## config.mk

```make
export PLATFORM = sky130hd
export DESIGN_NAME = branch_resolve_ctrl
export DESIGN_NICKNAME = d
export VERILOG_FILES = /design/src/rtl/branch_resolve_ctrl_pkg.sv /design/src/rtl/branch_resolve_ctrl_cmp.sv /design/src/rtl/branch_resolve_ctrl.sv
export SDC_FILE = /design/constraint.sdc
export NUM_CORES = 1
export LEC_CHECK = 0
export CORE_MARGIN = 4
export CORE_UTILIZATION = 40
export CTS_CLUSTER_DIAMETER = 150
export CTS_CLUSTER_SIZE = 28
export DETAILED_ROUTE_END_ITERATION = 8
export GPL_TIMING_DRIVEN = 0
export PLACE_DENSITY = 0.85
export RECOVER_POWER = 50
export SYNTH_ARGS = -nofsm -noshare
export SYNTH_HDL_FRONTEND = slang
export SYNTH_SLANG_ARGS = --single-unit
```

## constraint.sdc

```tcl
create_clock -name clk -period 11.8 [get_ports clk]
set_clock_uncertainty 0.05 [all_clocks]
set_input_delay 3.54 -clock clk [delete_from_list [all_inputs] [get_ports clk]]
set_output_delay 3.54 -clock clk [all_outputs]
set_load 0.005 [all_outputs]
```

## src/rtl/branch_resolve_ctrl_pkg.sv

```systemverilog
// Shared definitions for the ID-stage branch controller: op codes, FSM
// encoding and the branch-target helper.
package br_pkg;

   localparam logic [2:0] BR_NONE = 3'b000;
   localparam logic [2:0] BR_BEQ  = 3'b001;
   localparam logic [2:0] BR_BNE  = 3'b010;
   localparam logic [2:0] BR_CBCL = 3'b011;

   typedef enum logic [1:0] {
      ST_IDLE    = 2'd0,
      ST_WAIT    = 2'd1,
      ST_RESOLVE = 2'd2
   } br_state_e;

   // Target wraps modulo 2^32; no overflow is reported.
   function automatic logic [31:0] br_target(input logic [31:0] pc,
                                             input logic [15:0] imm);
      return pc + 32'd4 + {{14{imm[15]}}, imm, 2'b00};
   endfunction

endpackage

```

## src/rtl/branch_resolve_ctrl_cmp.sv

```systemverilog
// Branch condition evaluator: decides whether the branch in ID would be
// taken from the forwarded operands.
module branch_cmp
   import br_pkg::*;
(
   input  logic [31:0] rs_val,
   input  logic [31:0] rt_val,
   input  logic [2:0]  op,
   output logic        allow
);

   always_comb begin
      allow = 1'b0;
      case (op)
         BR_BEQ:  allow = (rs_val == rt_val);
         BR_BNE:  allow = (rs_val != rt_val);
         BR_CBCL: allow = rs_val[31];
         default: allow = 1'b0;
      endcase
   end

endmodule

```

## src/rtl/branch_resolve_ctrl.sv

```systemverilog
// ID-stage branch controller: load-use hazard hold, branch resolve and PC
// redirect, stall watchdog and debug counters.
//
//  state   | meaning
//  --------+-----------------------------------------------------------
//  IDLE    | no branch held in ID (no-hazard branches resolve here)
//  WAIT    | branch held in ID waiting on an E/M producer
//  RESOLVE | held branch left ID last cycle
module branch_resolve_ctrl
   import br_pkg::*;
#(
   parameter int WDOG_MAX = 64,
   parameter int CNT_W    = 32
) (
   input  logic             clk,
   input  logic             reset_n,
   input  logic             flush,
   input  logic             id_valid,
   input  logic [2:0]       id_br_op,
   input  logic [4:0]       id_rs,
   input  logic [4:0]       id_rt,
   input  logic [31:0]      rs_val,
   input  logic [31:0]      rt_val,
   input  logic [31:0]      id_pc,
   input  logic [15:0]      id_imm16,
   input  logic [4:0]       e_wa,
   input  logic [4:0]       m_wa,
   input  logic             e_rdy,
   input  logic             m_rdy,
   output logic             stall,
   output logic             redirect,
   output logic [31:0]      redirect_pc,
   output logic             wdog_err,
   output logic [CNT_W-1:0] taken_cnt,
   output logic [CNT_W-1:0] stall_cnt
);

   localparam logic [7:0] WDOG_LIM = 8'(WDOG_MAX);

   br_state_e  state, state_nxt;
   logic [7:0] wait_cnt, wait_nxt;
   logic       use_rt, rs_hit, rt_hit, hz, cmp_allow;

   branch_cmp u_cmp (
      .rs_val (rs_val),
      .rt_val (rt_val),
      .op     (id_br_op),
      .allow  (cmp_allow)
   );

   assign use_rt = (id_br_op == BR_BEQ) || (id_br_op == BR_BNE);
   assign rs_hit = (id_rs != 5'd0) &&
                   (((id_rs == e_wa) && !e_rdy) || ((id_rs == m_wa) && !m_rdy));
   assign rt_hit = (id_rt != 5'd0) &&
                   (((id_rt == e_wa) && !e_rdy) || ((id_rt == m_wa) && !m_rdy));
   assign hz     = id_valid && (rs_hit || (use_rt && rt_hit));

   // Outputs are held low during reset so IF/ID never freeze on stale inputs.
   assign stall       = reset_n && hz && !flush;
   assign redirect    = reset_n && id_valid && !hz && !flush && cmp_allow;
   assign redirect_pc = br_target(id_pc, id_imm16);

   always_comb begin
      state_nxt = state;
      wait_nxt  = wait_cnt;
      case (state)
         ST_WAIT: begin
            if (!id_valid) begin
               state_nxt = ST_IDLE;
               wait_nxt  = 8'd0;
            end else if (!hz) begin
               state_nxt = ST_RESOLVE;
               wait_nxt  = 8'd0;
            end else if (wait_cnt != 8'hFF) begin
               wait_nxt = wait_cnt + 8'd1;
            end
         end
         default: begin
            if (hz) begin
               state_nxt = ST_WAIT;
               wait_nxt  = 8'd1;
            end else begin
               state_nxt = ST_IDLE;
               wait_nxt  = 8'd0;
            end
         end
      endcase
      if (flush) begin
         state_nxt = ST_IDLE;
         wait_nxt  = 8'd0;
      end
   end

   always_ff @(posedge clk) begin
      if (!reset_n) begin
         state     <= ST_IDLE;
         wait_cnt  <= 8'd0;
         wdog_err  <= 1'b0;
         taken_cnt <= '0;
         stall_cnt <= '0;
      end else begin
         state    <= state_nxt;
         wait_cnt <= wait_nxt;
         if ((state == ST_WAIT) && (wait_cnt == WDOG_LIM))
            wdog_err <= 1'b1;
         if (redirect)
            taken_cnt <= taken_cnt + 1'b1;
         if (stall)
            stall_cnt <= stall_cnt + 1'b1;
      end
   end

endmodule

```

==> results_dict.tcl <==
set metrics [dict create \
    postLayoutCellArea_um2 8716 \
    synth_ff_type "dfxtp_1" \
    row_count 43 \
    yosysUniqueCellTypes 59 \
    period_needed_ns 11.17 \
    ys_async_sr_fraction 0 \
    synth_commonest_cells "dfxtp_1 (75), xnor2_1 (73), nor2_1 (66), ha_1 (61), a21oi_1 (51)" \
    cellLeakagePower_nw 3.498 \
    drv_slew 0 \
    syn_inst 721 \
    io_pins 240 \
    initial_core_util 0.4157 \
    busiest_layer "met2" \
    syn_to_final_growth_pct 48.75 \
    post_cts_buffers 0 \
    syn_area_per_cell_um2 8.127 \
    cts_sinks 75 \
    period_share 0.9464 \
    grt_pass1_vias 6048 \
    min_path_type "register to register" \
    vias_per_cell 5.300 \
    power_switching_mw 0.2068 \
    yosysTopAreaCell "dfxtp_1" \
    cp.required_ns 8.21 \
    grt_usage 0.2045 \
    wire_per_inst_um 15.24 \
    cts_max_level 3 \
    p_clk_frac 0.332 \
    crit_path_max_fanout 15 \
    cts-buffers-inserted 9 \
    drtIter0Drc 214 \
    combPwrFrac 0.336 \
    critPathKind "input pin to primary output" \
    start_kind "input pin" \
    root_buffer "clkbuf_16" \
    gr-usage-met2 0.3692 \
    hpwl_mm 14.52 \
    firstDrtPassIters 4 \
    grtUsageMet3 0.03545 \
    critPathArrivalTime_ns 7.58 \
    ir_worst_vdd_v 0.00008692 \
    synth_top_cell_area_share 0.2562 \
    use_met1 0.2496 \
    dpl_cell_area_um2 8457 \
    setup_viol 0 \
    grt_pass1_wl_mm 28.18 \
    grt_max_degree 16 \
    cts_tree "done" \
    relSlewSlack 0.4883 \
    rsz0062_at_grt "false" \
    clk_latency_ns 0.33 \
    gp_routability_congestion 0.8386 \
    io_buffers 237 \
    wl_mm 17.58 \
    outcome "finished clean" \
    worst_pin_slew_ns 0.7658 \
    layout-drive-gt1-share 0.02772 \
    synth.most_common_cell "dfxtp_1" \
    drv_cap 0 \
    ys_ff_latch 75 \
    synth_nets 924 \
    syn-cell-area_um2 5859 \
    cts_hold_buf 0 \
    end_kind "primary output" \
    finalHoldViolations 0 \
    antenna_found_initial 0 \
    totalPowerFinal_mw 0.7637 \
    yosysWarnings 0 \
    final_net_count 1172 \
    fin_setup_tns_ns 0 \
    drcViolationCount 0 \
    n_antenna_cell 0 \
    core-area_um2 14100 \
    p_seq_frac 0.332 \
    vias 6116 \
    ant_nets 0 \
    clock.fmax_ghz 0.08954 \
    clkTransAtPathRegs_ns 0.06 \
    yosys-top-cells-area "dfxtp_1 (26%), ha_1 (13%), xnor2_1 (11%)" \
    clockBufferDepth 2 \
    power_density_nw_per_um2 87.62 \
    synth_edf_count 0 \
    yosysSeqAreaShare 0.2562 \
    grt_overflow 0 \
    fp.dieH_um 129.0 \
    die_w_um 129.0 \
    die_area_um2 16650 \
    intPower_mw 0.5569 \
    cts-resized-gates 0 \
    p_sw_frac 0.2708 \
]
[logic make-up after synthesis]
family / after synthesis / share of synthesized area
AOI/OAI and AO/OA: 150 / 0.1570
xor gates and xnor gates: 113 / 0.1689
adders and majority gates: 62 / 0.1337
buffers and inverters: 49 / 0.03545
DFF: 75 / 0.2562
muxes: 7 / 0.01196
and+or+nand+nor: 265 / 0.2368
[final timing paths]
| path | to | start | slack (ns) | cells past startpoint |
|---|---|---|---|---|
| max | redirect_pc[30] | id_imm16[15] | 0.63 | 11 |
| min reg2reg | wdog_err | wdog_err | 0.43 | 2 |
| max reg2reg | stall_cnt[30] | stall_cnt[3] | 8.96 | 9 |
| min | wdog_err | wdog_err | 0.43 | 2 |
[power groups by stage]
stage               Combinational [mW]  Clock, mW  Sequential [mW]
floorplan                        0.123          0            0.259
global placement                 0.252          0            0.259
detailed placement               0.258          0            0.259
CTS                              0.259      0.256            0.254
global route                     0.279      0.266            0.254
finish                           0.257      0.254            0.254
[area by class of cell]
| cell class | count | area (um^2) |
|---|---|---|
| multi-input cells | 597 | 4135 |
| flip-flops and latches | 75 | 1501 |
| clock buffers | 14 | 264.0 |
| inverters | 33 | 123.9 |
| fillers | 1216 | 5380 |
| plain buffers | 16 | 83.83 |
| repair buffers | 237 | 2372 |
| clock inverters | 2 | 10.01 |
| well taps | 180 | 225.2 |
[sequential cells by signal, summed over array words and instances, names as in the netlist]
register and count:
taken_cnt 32, stall_cnt 32, state 2, wait_cnt 8, wdog_err 1
[worst max-delay path, stage by stage]
cell,delay [ns]
clkdlybuf4s50_1,0.83
ha_1,0.34
ha_1,0.35
a21o_1,0.19
a2111oi_0,0.53
a31oi_1,0.30
a22oi_1,0.33
o21ai_0,0.22
a31oi_1,0.25
xnor2_1,0.16
clkdlybuf4s50_1,0.52
[metrics by stage]
stage / hold slack (ns) / instances / utilization / setup WS (ns)
floorplan: 0.3936 / 721 / - / 2.287
global route: 0.4641 / 1154 / 0.6183 / 0.2522
detailed placement: 0.4224 / 1138 / 0.5999 / 0.6871
global placement: 0.4072 / 1138 / 0.5999 / 0.7038
CTS: 0.4361 / 1154 / 0.6194 / 0.6823
finish: 0.4323 / 1154 / 0.6183 / 0.6322
[routing by layer]
layer  vias up  wire (um)
met3        31       1061
li1       3082          -
met1      2804       7310
met4         0        408
met5         -          0
met2       199       8803
[placed cells by master, fill, tap and decap left out, drive strengths merged, types with 3 or more instances in the layout]
| master | n |
|---|---|
| nand3 | 27 |
| inv | 32 |
| or4 | 6 |
| nand2 | 44 |
| o21ai | 40 |
| nor3b | 3 |
| a211oi | 6 |
| mux2i | 7 |
| and3 | 11 |
| buf | 3 |
| nor4 | 11 |
| and4 | 4 |
| clkinv | 3 |
| and2 | 7 |
| nor2 | 67 |
| o22ai | 3 |
| clkdlybuf4s50 | 170 |
| a22oi | 4 |
| dlygate4sd3 | 67 |
| clkbuf | 26 |
| or3 | 25 |
| nor3 | 16 |
| ha | 61 |
| a21oi | 51 |
| nor2b | 3 |
| xnor2 | 73 |
| a31oi | 6 |
| nand2b | 9 |
| o21bai | 4 |
| nand4 | 28 |
| dfxtp | 75 |
| o21a | 6 |
| a21o | 13 |
| xor2 | 40 |
(Power assumes the default switching activity.)
